<file path="config.mk">
export PLATFORM = sky130hd
export DESIGN_NAME = rgb_pwm_fader
export DESIGN_NICKNAME = d
export VERILOG_FILES = /design/src/rtl/rgb_pwm_fader.sv
export SDC_FILE = /design/constraint.sdc
export NUM_CORES = 1
export LEC_CHECK = 0
export ABC_AREA = 1
export CAP_MARGIN = 25
export CORE_AREA = 2 2 98 138
export DETAILED_ROUTE_END_ITERATION = 8
export DIE_AREA = 0 0 100 140
export MAX_ROUTING_LAYER = met4
export PLACE_DENSITY = 0.67
export SYNTH_ARGS = -nofsm -noshare
export SYNTH_HDL_FRONTEND = slang
export SYNTH_SLANG_ARGS = --single-unit
</file>
<file path="constraint.sdc">
create_clock -name clk -period 3.1 [get_ports clk]
set_input_delay 0.31 -clock clk [delete_from_list [all_inputs] [get_ports clk]]
set_output_delay 0.31 -clock clk [all_outputs]
set_load 0.02 [all_outputs]
</file>
<file path="src/rtl/rgb_pwm_fader.sv">
// rgb_pwm_fader
//
// Generates the three PWM enables for the iCE40 SB_RGBA_DRV LED driver
// (RGB0PWM/RGB1PWM/RGB2PWM) from per-channel duty values. A new colour is
// taken over a valid/ready handshake and applied either at once (jump) or as
// a linear fade that moves each channel one LSB toward the target every
// STEP_DIV PWM frames. Duty changes only land on frame boundaries.
//
// Ports:
//   clk          in   system clock (12 MHz)
//   rst          in   synchronous reset, active-high
//   color_data   in   {blue, green, red} target duties, WIDTH bits each
//   color_valid  in   color_data/fade_en valid
//   color_ready  out  colour can be accepted this cycle (IDLE, not in reset)
//   fade_en      in   1 = fade to the colour, 0 = jump to it
//   busy         out  fade in progress
//   pwm_red      out  to SB_RGBA_DRV RGB1PWM
//   pwm_green    out  to SB_RGBA_DRV RGB0PWM
//   pwm_blue     out  to SB_RGBA_DRV RGB2PWM
module rgb_pwm_fader #(
  parameter int WIDTH    = 8,
  parameter int PRESCALE = 47,
  parameter int STEP_DIV = 4
) (
  input  logic               clk,
  input  logic               rst,
  input  logic [3*WIDTH-1:0] color_data,
  input  logic               color_valid,
  output logic               color_ready,
  input  logic               fade_en,
  output logic               busy,
  output logic               pwm_red,
  output logic               pwm_green,
  output logic               pwm_blue
);

  localparam int PW = (PRESCALE > 0) ? $clog2(PRESCALE + 1) : 1;
  localparam int FW = (STEP_DIV > 1) ? $clog2(STEP_DIV) : 1;

  localparam logic [PW-1:0]    PRESC_MAX = PW'(PRESCALE);
  localparam logic [PW-1:0]    PRESC_ONE = PW'(1);
  localparam logic [WIDTH-1:0] CNT_MAX   = {WIDTH{1'b1}};
  localparam logic [WIDTH-1:0] CNT_ONE   = WIDTH'(1);
  localparam logic [FW-1:0]    FRAME_MAX = FW'(STEP_DIV - 1);
  localparam logic [FW-1:0]    FRAME_ONE = FW'(1);

  typedef enum logic [0:0] {
    IDLE = 1'b0,
    FADE = 1'b1
  } state_t;

  // Channel index 0 = red, 1 = green, 2 = blue, matching color_data packing.
  state_t                  state_q,  state_d;
  logic [PW-1:0]           presc_q,  presc_d;
  logic [WIDTH-1:0]        cnt_q,    cnt_d;
  logic [FW-1:0]           frame_q,  frame_d;
  logic [2:0][WIDTH-1:0]   cur_q,    cur_d;
  logic [2:0][WIDTH-1:0]   target_q, target_d;
  logic [2:0][WIDTH-1:0]   active_q, active_d;
  logic [2:0]              pwm_q,    pwm_d;
  logic [2:0][WIDTH-1:0]   stepped_s;
  logic                    tick_s;
  logic                    frame_end_s;

  // One LSB toward the target; never passes it, so no wrap is possible.
  function automatic logic [WIDTH-1:0] step_toward(input logic [WIDTH-1:0] cur,
                                                   input logic [WIDTH-1:0] tgt);
    logic [WIDTH-1:0] nxt;
    if (cur < tgt) begin
      nxt = cur + CNT_ONE;
    end else if (cur > tgt) begin
      nxt = cur - CNT_ONE;
    end else begin
      nxt = cur;
    end
    return nxt;
  endfunction

  assign tick_s      = (presc_q == PRESC_MAX);
  assign frame_end_s = tick_s && (cnt_q == CNT_MAX);

  // Reset gates the outputs so the handshake and LED are quiet for every reset cycle.
  assign color_ready = (state_q == IDLE) && !rst;
  assign busy        = (state_q == FADE) && !rst;
  assign pwm_red     = pwm_q[0] && !rst;
  assign pwm_green   = pwm_q[1] && !rst;
  assign pwm_blue    = pwm_q[2] && !rst;

  // Prescaler, PWM counter, frame-aligned duty load and compare.
  always_comb begin
    presc_d  = presc_q;
    cnt_d    = cnt_q;
    active_d = active_q;
    pwm_d    = 3'b000;
    if (tick_s) begin
      presc_d = {PW{1'b0}};
      cnt_d   = cnt_q + CNT_ONE;
    end else begin
      presc_d = presc_q + PRESC_ONE;
      cnt_d   = cnt_q;
    end
    // Loading on frame_end keeps each frame's duty constant (glitch-free).
    if (frame_end_s) begin
      active_d = cur_q;
    end else begin
      active_d = active_q;
    end
    for (int i = 0; i < 3; i++) begin
      pwm_d[i] = (cnt_q < active_q[i]);
    end
  end

  // Candidate next duty for each channel if this frame_end is a fade step.
  always_comb begin
    stepped_s = cur_q;
    for (int i = 0; i < 3; i++) begin
      stepped_s[i] = step_toward(cur_q[i], target_q[i]);
    end
  end

  // Fade FSM: handshake in IDLE, STEP_DIV-frame stepping in FADE.
  always_comb begin
    state_d  = state_q;
    frame_d  = frame_q;
    cur_d    = cur_q;
    target_d = target_q;
    case (state_q)
      IDLE: begin
        frame_d = {FW{1'b0}};
        if (color_valid) begin
          target_d = color_data;
          if (fade_en) begin
            state_d = FADE;
          end else begin
            cur_d   = color_data;
            state_d = IDLE;
          end
        end else begin
          state_d = IDLE;
        end
      end
      FADE: begin
        if (frame_end_s) begin
          if (frame_q == FRAME_MAX) begin
            frame_d = {FW{1'b0}};
            cur_d   = stepped_s;
            // Equal-target fades also leave here, at their first step check.
            if (stepped_s == target_q) begin
              state_d = IDLE;
            end else begin
              state_d = FADE;
            end
          end else begin
            frame_d = frame_q + FRAME_ONE;
          end
        end else begin
          frame_d = frame_q;
        end
      end
      default: begin
        state_d = IDLE;
        frame_d = {FW{1'b0}};
      end
    endcase
  end

  // State and datapath registers with synchronous reset.
  always_ff @(posedge clk) begin
    if (rst) begin
      state_q  <= IDLE;
      presc_q  <= {PW{1'b0}};
      cnt_q    <= {WIDTH{1'b0}};
      frame_q  <= {FW{1'b0}};
      cur_q    <= {(3*WIDTH){1'b0}};
      target_q <= {(3*WIDTH){1'b0}};
      active_q <= {(3*WIDTH){1'b0}};
      pwm_q    <= 3'b000;
    end else begin
      state_q  <= state_d;
      presc_q  <= presc_d;
      cnt_q    <= cnt_d;
      frame_q  <= frame_d;
      cur_q    <= cur_d;
      target_q <= target_d;
      active_q <= active_d;
      pwm_q    <= pwm_d;
    end
  end

endmodule
</file>
==> flow_summary.ini, run 1 <==
[clock_tree]
htreeDepth = 3
hold_buffers = 0
numCtsBuffers = 9
clk_latency_ns = 0.35
path_clk_slew_ns = 0.07
cts.path.max_buffers = 2
cts_tree = yes
cts_sinks = 92
cts_setup_buffers = 0
cts-root-buf = clkbuf_16
ctsResizeCount = 0

[sta]
maxSlewViolCount = 0
tns_ns = 0
final.setup_skew_ns = 0.00777
whs_ns = 0.443
setup_viol = 0
setup_ws_ns = 0.471
finalCriticalPeriod_ns = 2.63
fin_crit_sh_pct = 84.8
max_freq_ghz = 0.380
worst_pin_slew_ns = 0.741
rsz0062_at_grt = no
final_hold_viol_count = 0
max-slew-margin-rel_pct = 50.5

[synth]
synth_area_leaders = dfxtp_1 (30%), nand2_1 (13%), ha_1 (11%), nand3_1 (7.9%), inv_1 (7.4%)
syn_nets = 990
syn_inst = 908
syn_area_per_cell_um2 = 6.72
yosysSeqAreaShare_pct = 30.2
yosysUniqueCellTypes = 38
async_flop_share_pct = 0
synth_ff_type = dfxtp_1
yosys_warnings = 0
synth_top_cell_by_area = dfxtp_1
synth_top_area_share_pct = 30.2
synth_area_mm2 = 0.00611
synth.ff_latch_count = 92
synth_edf_count = 0

[floorplanning]
row_count = 49
die_area_mm2 = 0.0140
die_h_um = 140
pin_count = 33
initial_core_util_pct = 47.9
die_w_um = 100
coreArea_mm2 = 0.0128

[min_path]
hold_path_depth = 1
min_to = presc_q[0]
hold_start = presc_q[0]
hold_class = flop to flop

[global_route]
grt_pass1_wl_um = 26200
use_met3_pct = 2.79
grt_pass1_vias = 5525
grt_use_met2_pct = 41.5
met1_usage_pct = 28.6
busiest_layer = met2
grt-ovfl-total = 0
grtUsageTotal_pct = 24.2
antenna_found_initial = 0
grt_max_degree = 49

[layout]
diodes = 0
drive_gt1_share_pct = 5.24
synthToLayoutAreaGrowth_pct = 12.0
mostFrequentLayoutCell = nand2_1
final_net_count = 1013
layout_common_cells = nand2_1 (212), inv_1 (120), nand3_1 (96)
fillers = 1335

[place]
place_ws_ns = 0.523
dp_hpwl_um = 12100
port_buffers = 32
gp_congestion = 0.963

[critical_path]
critPathTopFamily = simple AND/OR/NAND/NOR gates
crit_path_max_fanout = 14
crit_chain = inv_1, ha_1, inv_1, nand2_1, nand2_1, nand2_1, nand2_1, nand2_1, nand2_2, nand3b_1, nand2_1, nand2_1, nand3_1, nand2_1, nor2_1, nand2_1, nor2_1, nand2_1, nand2_1, nand2_1
worst_path_most_repeated_cell = nand2_1
r2r_end = state_q
r2r-start = cur_q[8]
arrival_ns = 2.87
rrSetupSlack_ns = 0.47
crit_buf_inv = 2
worstSetupPathType = flop to flop
startpoint_type = flop
crit_slowest_cell = dfxtp_1
max_stage_delay_ns = 0.46
worstRegToRegCells = 20
end_kind = flop
critPathRequiredTime_ns = 3.34

[power_and_ir_drop]
switchingPower_mw = 1.19
total_power_mw = 3.39
clockPowerShare_pct = 32.6
p_leak_nw = 3.07
p_sw_share_pct = 35.1
ir_worst_vdd_v = 0.000236
internal_power_mw = 2.20
p_per_area_mw_per_mm2 = 496
seq_power_share_pct = 38.0
p_comb_share_pct = 29.4

[drt]
totalWireLength_um = 15900
drtAntennaViolNets = 0
avgViaCountPerCell = 5.45
first_pass_iters = 5
vias = 5939
wire_per_inst_um = 14.6
drt_iter0_drc = 365
drc = 0

[status]
status = completed

[run]
max-cap-violations = 0
area by class of cell:
| cell class | count | area (um2) | area share, % |
|---|---|---|---|
| Clock buffer | 10 | 229 | 3.35 |
| Clock inverter | 6 | 63.8 | 0.933 |
| Inverter | 121 | 459 | 6.72 |
| Multi-Input combinational cell | 665 | 3660 | 53.6 |
| Sequential cell | 92 | 1840 | 26.9 |
| Tap cell | 153 | 191 | 2.80 |
| Timing Repair Buffer | 42 | 390 | 5.71 |
power by group through the flow:
stage	registers [mW]	clock network (mW)	logic (mW)
2_1_floorplan	1.30	0	0.749
3_3_place_gp	1.31	0	0.976
3_5_place_dp	1.31	0	0.984
4_1_cts	1.29	1.13	0.988
5_1_grt	1.30	1.17	1.14
6_report	1.29	1.11	0.995
layer usage:
| metal | up-vias | part of all wire [%] |
|---|---|---|
| met5 | - | 0 |
| met4 | 0 | 3.5 |
| met3 | 44 | 3.7 |
| met2 | 148 | 49 |
| met1 | 2661 | 44 |
| li1 | 3086 | - |
registers in the layout, indices dropped and copies added (netlist names):
name,flops
cnt_q,8
state_q,1
frame_q,2
cur_q,24
active_q,24
target_q,24
presc_q,6
pwm_q,3
synthesized netlist by cell type, types with 4 or more instances:
| master | n |
|---|---|
| nand3b_1 | 4 |
| o21ai_1 | 7 |
| a221oi_1 | 7 |
| a211oi_1 | 36 |
| nand3_1 | 96 |
| nand4_1 | 9 |
| a21oi_1 | 56 |
| clkbuf_1 | 16 |
| o211ai_1 | 8 |
| buf_2 | 7 |
| o21ai_0 | 38 |
| dfxtp_1 | 92 |
| inv_1 | 120 |
| nor3_1 | 9 |
| nand2_2 | 5 |
| nor2_2 | 5 |
| nor2_1 | 88 |
| a21o_1 | 6 |
| nand2_1 | 212 |
| ha_1 | 54 |
worst register-to-register path, cell delays in order, from the launching register on:
cell and delay, ns:
dfxtp_1 0.46, inv_1 0.16, ha_1 0.22, inv_1 0.05, nand2_1 0.04, nand2_1 0.08, nand2_1 0.05, nand2_1 0.05
nand2_1 0.13, nand2_2 0.24, nand3b_1 0.16, nand2_1 0.11, nand2_1 0.07, nand3_1 0.09, nand2_1 0.06, nor2_1 0.19
nand2_1 0.11, nor2_1 0.10, nand2_1 0.05, nand2_1 0.05, nand2_1 0.05
worst max-delay path by stage:
| stage | from | endpoint | slack [ns] | depth (start not counted) |
|---|---|---|---|---|
| 2_1_floorplan | cur_q[8] | state_q | 1.00 | 21 |
| 3_3_place_gp | cur_q[8] | state_q | 0.55 | 20 |
| 3_5_place_dp | cur_q[8] | state_q | 0.52 | 20 |
| 4_1_cts | cur_q[8] | state_q | 0.50 | 20 |
| 5_1_grt | cur_q[0] | state_q | 0.17 | 18 |
| 6_report | cur_q[8] | state_q | 0.47 | 20 |
stage by stage:
step | std cells | util (%) | cell area, um2
2_1_floorplan | 908 | - | 6110
3_3_place_gp | 1073 | 51.3 | 6540
3_5_place_dp | 1073 | 51.3 | 6540
4_1_cts | 1089 | 53.6 | 6840
5_1_grt | 1089 | 53.6 | 6840
6_report | 1089 | 53.6 | 6840
cells by family after synthesis:
family          synth area share, %
compound gates                 17.2
xor+xnor                      0.143
fa+ha+maj                      11.1
buf+inv                        10.0
flops                          30.2
simple gates                   31.5
Note: power is estimated with default switching activity, not from simulation.
==> inputs of run 2 (changes only) <==
==> constraint.sdc (replaced) <==
create_clock -name clk -period 2.65 [get_ports clk]
set_input_delay 0.265 -clock clk [delete_from_list [all_inputs] [get_ports clk]]
set_output_delay 0.265 -clock clk [all_outputs]
set_load 0.02 [all_outputs]
==> run 2 against run 1 <==
Net effect:
- register-to-register slack worse by 0.26 ns
- utilization is 1.2 points higher
- count of clock-buffer cells in the layout grew 3
- worst hold slack worse by 0.0079 ns
- clock skew is 0.0033 ns higher
- die area unchanged
- sequential cell count unchanged
- non-clock buffer count is 14 higher
- sequential share of layout area fell by 0.53 points
- final cell count up 1.3%
- sequential power grew 16%
- maximum frequency rose by 7.9%
- largest power group unchanged
==> flow_summary.ini, run 2 (synthesis results as in run 1) <==
[sta]
rsz0062_at_grt = no
max_freq_ghz = 0.410
worst_pin_slew_ns = 0.555
final_hold_viol_count = 0
tns_ns = 0
max-slew-margin-rel_pct = 62.9
finalCriticalPeriod_ns = 2.44
final.setup_skew_ns = 0.0110
fin_crit_sh_pct = 92.0
setup_ws_ns = 0.213
maxSlewViolCount = 0
whs_ns = 0.435
setup_viol = 0

[global_route]
grt-ovfl-total = 0
antenna_found_initial = 0
grt_pass1_vias = 5653
grt_max_degree = 49
grtUsageTotal_pct = 24.8
grt_pass1_wl_um = 26700

[floorplanning]
coreArea_mm2 = 0.0128
row_count = 49
die_area_mm2 = 0.0140
die_w_um = 100
initial_core_util_pct = 47.9
die_h_um = 140
pin_count = 33

[critical_path]
startpoint_type = flop
crit_path_max_fanout = 6
worstSetupPathType = flop to flop
arrival_ns = 2.67
end_kind = flop
critPathRequiredTime_ns = 2.89

[power_and_ir_drop]
p_comb_share_pct = 30.2
p_sw_share_pct = 34.6
switchingPower_mw = 1.41
clockPowerShare_pct = 33.0
seq_power_share_pct = 36.8
p_leak_nw = 3.15
p_per_area_mw_per_mm2 = 583
total_power_mw = 4.07
internal_power_mw = 2.66
ir_worst_vdd_v = 0.000327

[layout]
final_net_count = 1027
synthToLayoutAreaGrowth_pct = 14.4
mostFrequentLayoutCell = nand2_1
top_regs = active_q (24), cur_q (24), target_q (24)
drive_gt1_share_pct = 7.26
diodes = 0
fin_area_mm2 = 0.00698
layout_common_cells = nand2_1 (208), inv_1 (120), nand3_1 (96)
fillers = 1311

[clock_tree]
cts.path.max_buffers = 2
cts_sinks = 92
clk_latency_ns = 0.35
htreeDepth = 3
path_clk_slew_ns = 0.07
cts_setup_buffers = 0
numCtsBuffers = 9
cts-root-buf = clkbuf_16
cts_tree = yes

[drt]
first_pass_iters = 5
vias = 6000
wire_per_inst_um = 14.7
drt_iter0_drc = 421
avgViaCountPerCell = 5.44
drc = 0
drtAntennaViolNets = 0
totalWireLength_um = 16200

[place]
placed_area_mm2 = 0.00665
port_buffers = 32
gp_congestion = 0.979
dp_hpwl_um = 12200
place_ws_ns = 0.195

[status]
status = completed

[run]
max-cap-violations = 0

[min_path]
hold_class = input port to flop
==> run 2: cell types whose count changed in the layout (fill, tap and decap cells not counted), sizes merged <==
cell,previous run,this run
buf,11,25
clkbuf,10,13
clkinv,3,1
inv,121,120
==> run 2: worst paths after layout <==
kind,startpoint,end,slack (ns),cells past startpoint
max,cur_q[0],state_q,0.21,21
min,rst,cnt_q[0],0.44,2
max reg2reg,cur_q[0],state_q,0.21,21
min reg2reg,presc_q[0],presc_q[0],0.45,1
==> run 2: critical path, cell delays in order, from the launching register on <==
cell,delay (ns)
dfxtp_1,0.44
inv_1,0.15
ha_1,0.22
inv_1,0.05
nand2_1,0.04
nand2_1,0.05
nand2_1,0.04
nand2_1,0.07
nand2_1,0.10
buf_4,0.17
nand3b_1,0.09
nand2_1,0.07
nand2_1,0.07
nand2_1,0.06
nand2_1,0.06
nand2_1,0.10
nor2_1,0.18
nand3_1,0.10
nor2_1,0.11
nand2_1,0.06
nand2_1,0.05
nand2_1,0.05
==> run 2: repair_timing <==
action | CTS | global route
hold buffers | 0 | 0
resized for setup | 0 | 10
setup endpoints to repair | 0 | 1
hold endpoints to repair | 0 | 0
==> run 2: power by group through the flow <==
stage                     Clock, mW  Sequential (mW)  Combinational [mW]
after floorplan                   0             1.52               0.876
after global placement            0             1.53                1.19
after detailed placement          0             1.53                1.20
after global routing           1.43             1.51                1.40
after CTS                      1.36             1.50                1.21
final                          1.34             1.50                1.23
==> run 2: per-layer routing <==
layer | vias to the layer above | wire [um] | share of wire [%] | global-route usage (%)
met3 | 37 | 603 | 3.7 | 3.19
met2 | 137 | 8090 | 50 | 42.2
met4 | 0 | 532 | 3.3 | 10.4
met5 | - | 0 | 0 | -
met1 | 2722 | 6960 | 43 | 29.1
li1 | 3104 | - | - | -
==> run 2: cell type report <==
cell class	instances	area, um2	area share (%)
Tap cell	153	191	2.74
Inverter	121	459	6.57
Multi-Input combinational cell	665	3690	52.8
Clock buffer	13	260	3.73
Clock inverter	3	45.0	0.645
Timing Repair Buffer	56	495	7.09
Sequential cell	92	1840	26.4
==> run 2: metrics by stage <==
step	cells	util [%]
after detailed placement	1087	52.1
after floorplan	908	-
after global placement	1087	52.1
after CTS	1103	54.5
final	1103	54.8
after global routing	1103	54.8
==> inputs of run 3 (changes only) <==
--- a/config.mk
+++ b/config.mk
@@ -7,11 +7,11 @@
 export LEC_CHECK = 0
 export ABC_AREA = 1
 export CAP_MARGIN = 25
-export CORE_AREA = 2 2 98 138
+export CORE_AREA = 2 2 109 154
 export DETAILED_ROUTE_END_ITERATION = 8
-export DIE_AREA = 0 0 100 140
+export DIE_AREA = 0 0 111 156
 export MAX_ROUTING_LAYER = met4
-export PLACE_DENSITY = 0.67
+export PLACE_DENSITY = 0.56
 export SYNTH_ARGS = -nofsm -noshare
 export SYNTH_HDL_FRONTEND = slang
 export SYNTH_SLANG_ARGS = --single-unit
==> run 3 against run 2 <==
Net effect:
- combinational power about the same
- final cell count grew 4.4%
- sequential cell count unchanged
- die area is 24% higher
- via count decreased by 2.3%
- highest routed layer unchanged
- final area rose by 1.0%
- maximum frequency is 2.5% higher
- clock skew fell by 0.0022 ns
- critical path type unchanged
- global-route usage shrank 3.9 points
- largest power group unchanged
- utilization fell by 10 points
- sequential share of layout area shrank 0.22 points
==> flow_summary.ini, run 3 (synthesis results as in run 1) <==
[sta]
setup_viol = 0
final_hold_viol_count = 0
max_freq_ghz = 0.420
maxSlewViolCount = 0
finalCriticalPeriod_ns = 2.38
tns_ns = 0
max-slew-margin-rel_pct = 69.0
setup_ws_ns = 0.272
rsz0062_at_grt = no
final.setup_skew_ns = 0.00878
fin_crit_sh_pct = 89.8
worst_pin_slew_ns = 0.465

[min_path]
hold_path_depth = 2
hold_class = input port to flop

[place]
port_buffers = 32
dp_hpwl_um = 13100
gp_congestion = 0.955
place_ws_ns = 0.138

[drt]
drc = 0
avgViaCountPerCell = 5.09
first_pass_iters = 6
wire_per_inst_um = 14.8
drt_iter0_drc = 289
vias = 5864
totalWireLength_um = 17000
drtAntennaViolNets = 0

[critical_path]
worstRegToRegCells = 14
critPathRequiredTime_ns = 2.90
crit_path_max_fanout = 14
end_kind = flop
startpoint_type = flop
worstSetupPathType = flop to flop
arrival_ns = 2.63

[global_route]
grt_pass1_vias = 5680
busiest_layer = met2
grt_max_degree = 49
met1_usage_pct = 23.7
grt_use_met2_pct = 37.7
grt-ovfl-total = 0
grt_pass1_wl_um = 28100
grtUsageTotal_pct = 20.9
antenna_found_initial = 0
use_met3_pct = 2.53

[status]
status = completed

[clock_tree]
path_clk_slew_ns = 0.07
cts.path.max_buffers = 2
clk_latency_ns = 0.35
cts-root-buf = clkbuf_16
cts_setup_buffers = 0
cts_sinks = 92
cts_tree = yes
htreeDepth = 3
hold_buffers = 0
numCtsBuffers = 9

[layout]
synthToLayoutAreaGrowth_pct = 15.6
drive_gt1_share_pct = 7.45
layout_common_cells = nand2_1 (211), inv_1 (120), nand3_1 (96)
mostFrequentLayoutCell = nand2_1
diodes = 0
final_net_count = 1030
top_regs = active_q (24), cur_q (24), target_q (24)

[run]
max-cap-violations = 0

[floorplanning]
coreArea_mm2 = 0.0159
row_count = 55
initial_core_util_pct = 38.4
die_h_um = 156
die_area_mm2 = 0.0173
die_w_um = 111
pin_count = 33

[power_and_ir_drop]
p_per_area_mw_per_mm2 = 580
p_leak_nw = 3.17
ir_worst_vdd_v = 0.000285
[run 3: cell types whose count changed in the layout (fill, tap and decap cells not counted), moves of 2 or more]
cell	before	now
nand2_2	7	4
clkbuf_8	2	0
clkbuf_1	2	0
inv_6	0	2
buf_4	24	27
clkinv_4	1	3
nand2_1	208	211
[run 3: what timing repair did]
| item | in CTS | in global routing |
|---|---|---|
| endpoints found under the setup margin | 0 | 1 |
| hold endpoints to repair | 0 | 0 |
| resized for setup | 0 | 8 |
[run 3: worst paths after layout]
check                             startpoint          to  slack [ns]
worst max-delay path            target_q[15]     state_q        0.27
worst min-delay path                     rst    cnt_q[2]        0.32
worst max register to register  target_q[15]     state_q        0.27
worst min register to register    presc_q[0]  presc_q[0]        0.45
[run 3: final cells by class]
class | count | area [um2]
Clock buffer | 9 | 225
Clock inverter | 7 | 83.8
Fill cell | 1676 | 8840
Inverter | 121 | 459
Multi-Input combinational cell | 665 | 3670
Sequential cell | 92 | 1850
Tap cell | 199 | 249
Timing Repair Buffer | 59 | 518
[run 3: worst max-delay path: stages (launching register included)]
cell and delay [ns]:
dfxtp_1 0.33, inv_1 0.07, ha_1 0.29, a21o_1 0.21, nor2_4 0.20, nand2_4 0.13
or2_2 0.29, nand3_1 0.10, xor2_1 0.08, nor2_1 0.21, nand2_1 0.11, nor2_1 0.12
nand2_1 0.05, nand2_1 0.05, nand2_1 0.04
[run 3: per-stage QoR]
step                      utilization [%]  hold WS, ns  power (mW)  cell area, um2  instances
after global routing                 44.4        0.322        4.37            7060       1152
after global placement               42.3        0.433        2.75            6730       1136
after CTS                            44.3        0.307        4.13            7040       1152
final                                44.4        0.316        4.09            7060       1152
after detailed placement             42.3        0.442        2.75            6730       1136
after floorplan                         -        0.406        2.40            6110        908
[run 3: where the power goes]
group,switching [mW],internal [mW],leakage (nW)
sequential,0.0500,1.45,0.752
clock,0.617,0.749,0.149
combinational,0.802,0.431,2.27
total,1.47,2.63,3.17
[run 3: layer usage]
layer	routed length, um	vias to the layer above
met3	402	26
met1	7520	2646
met4	464	0
met5	0	-
met2	8630	88
li1	-	3104
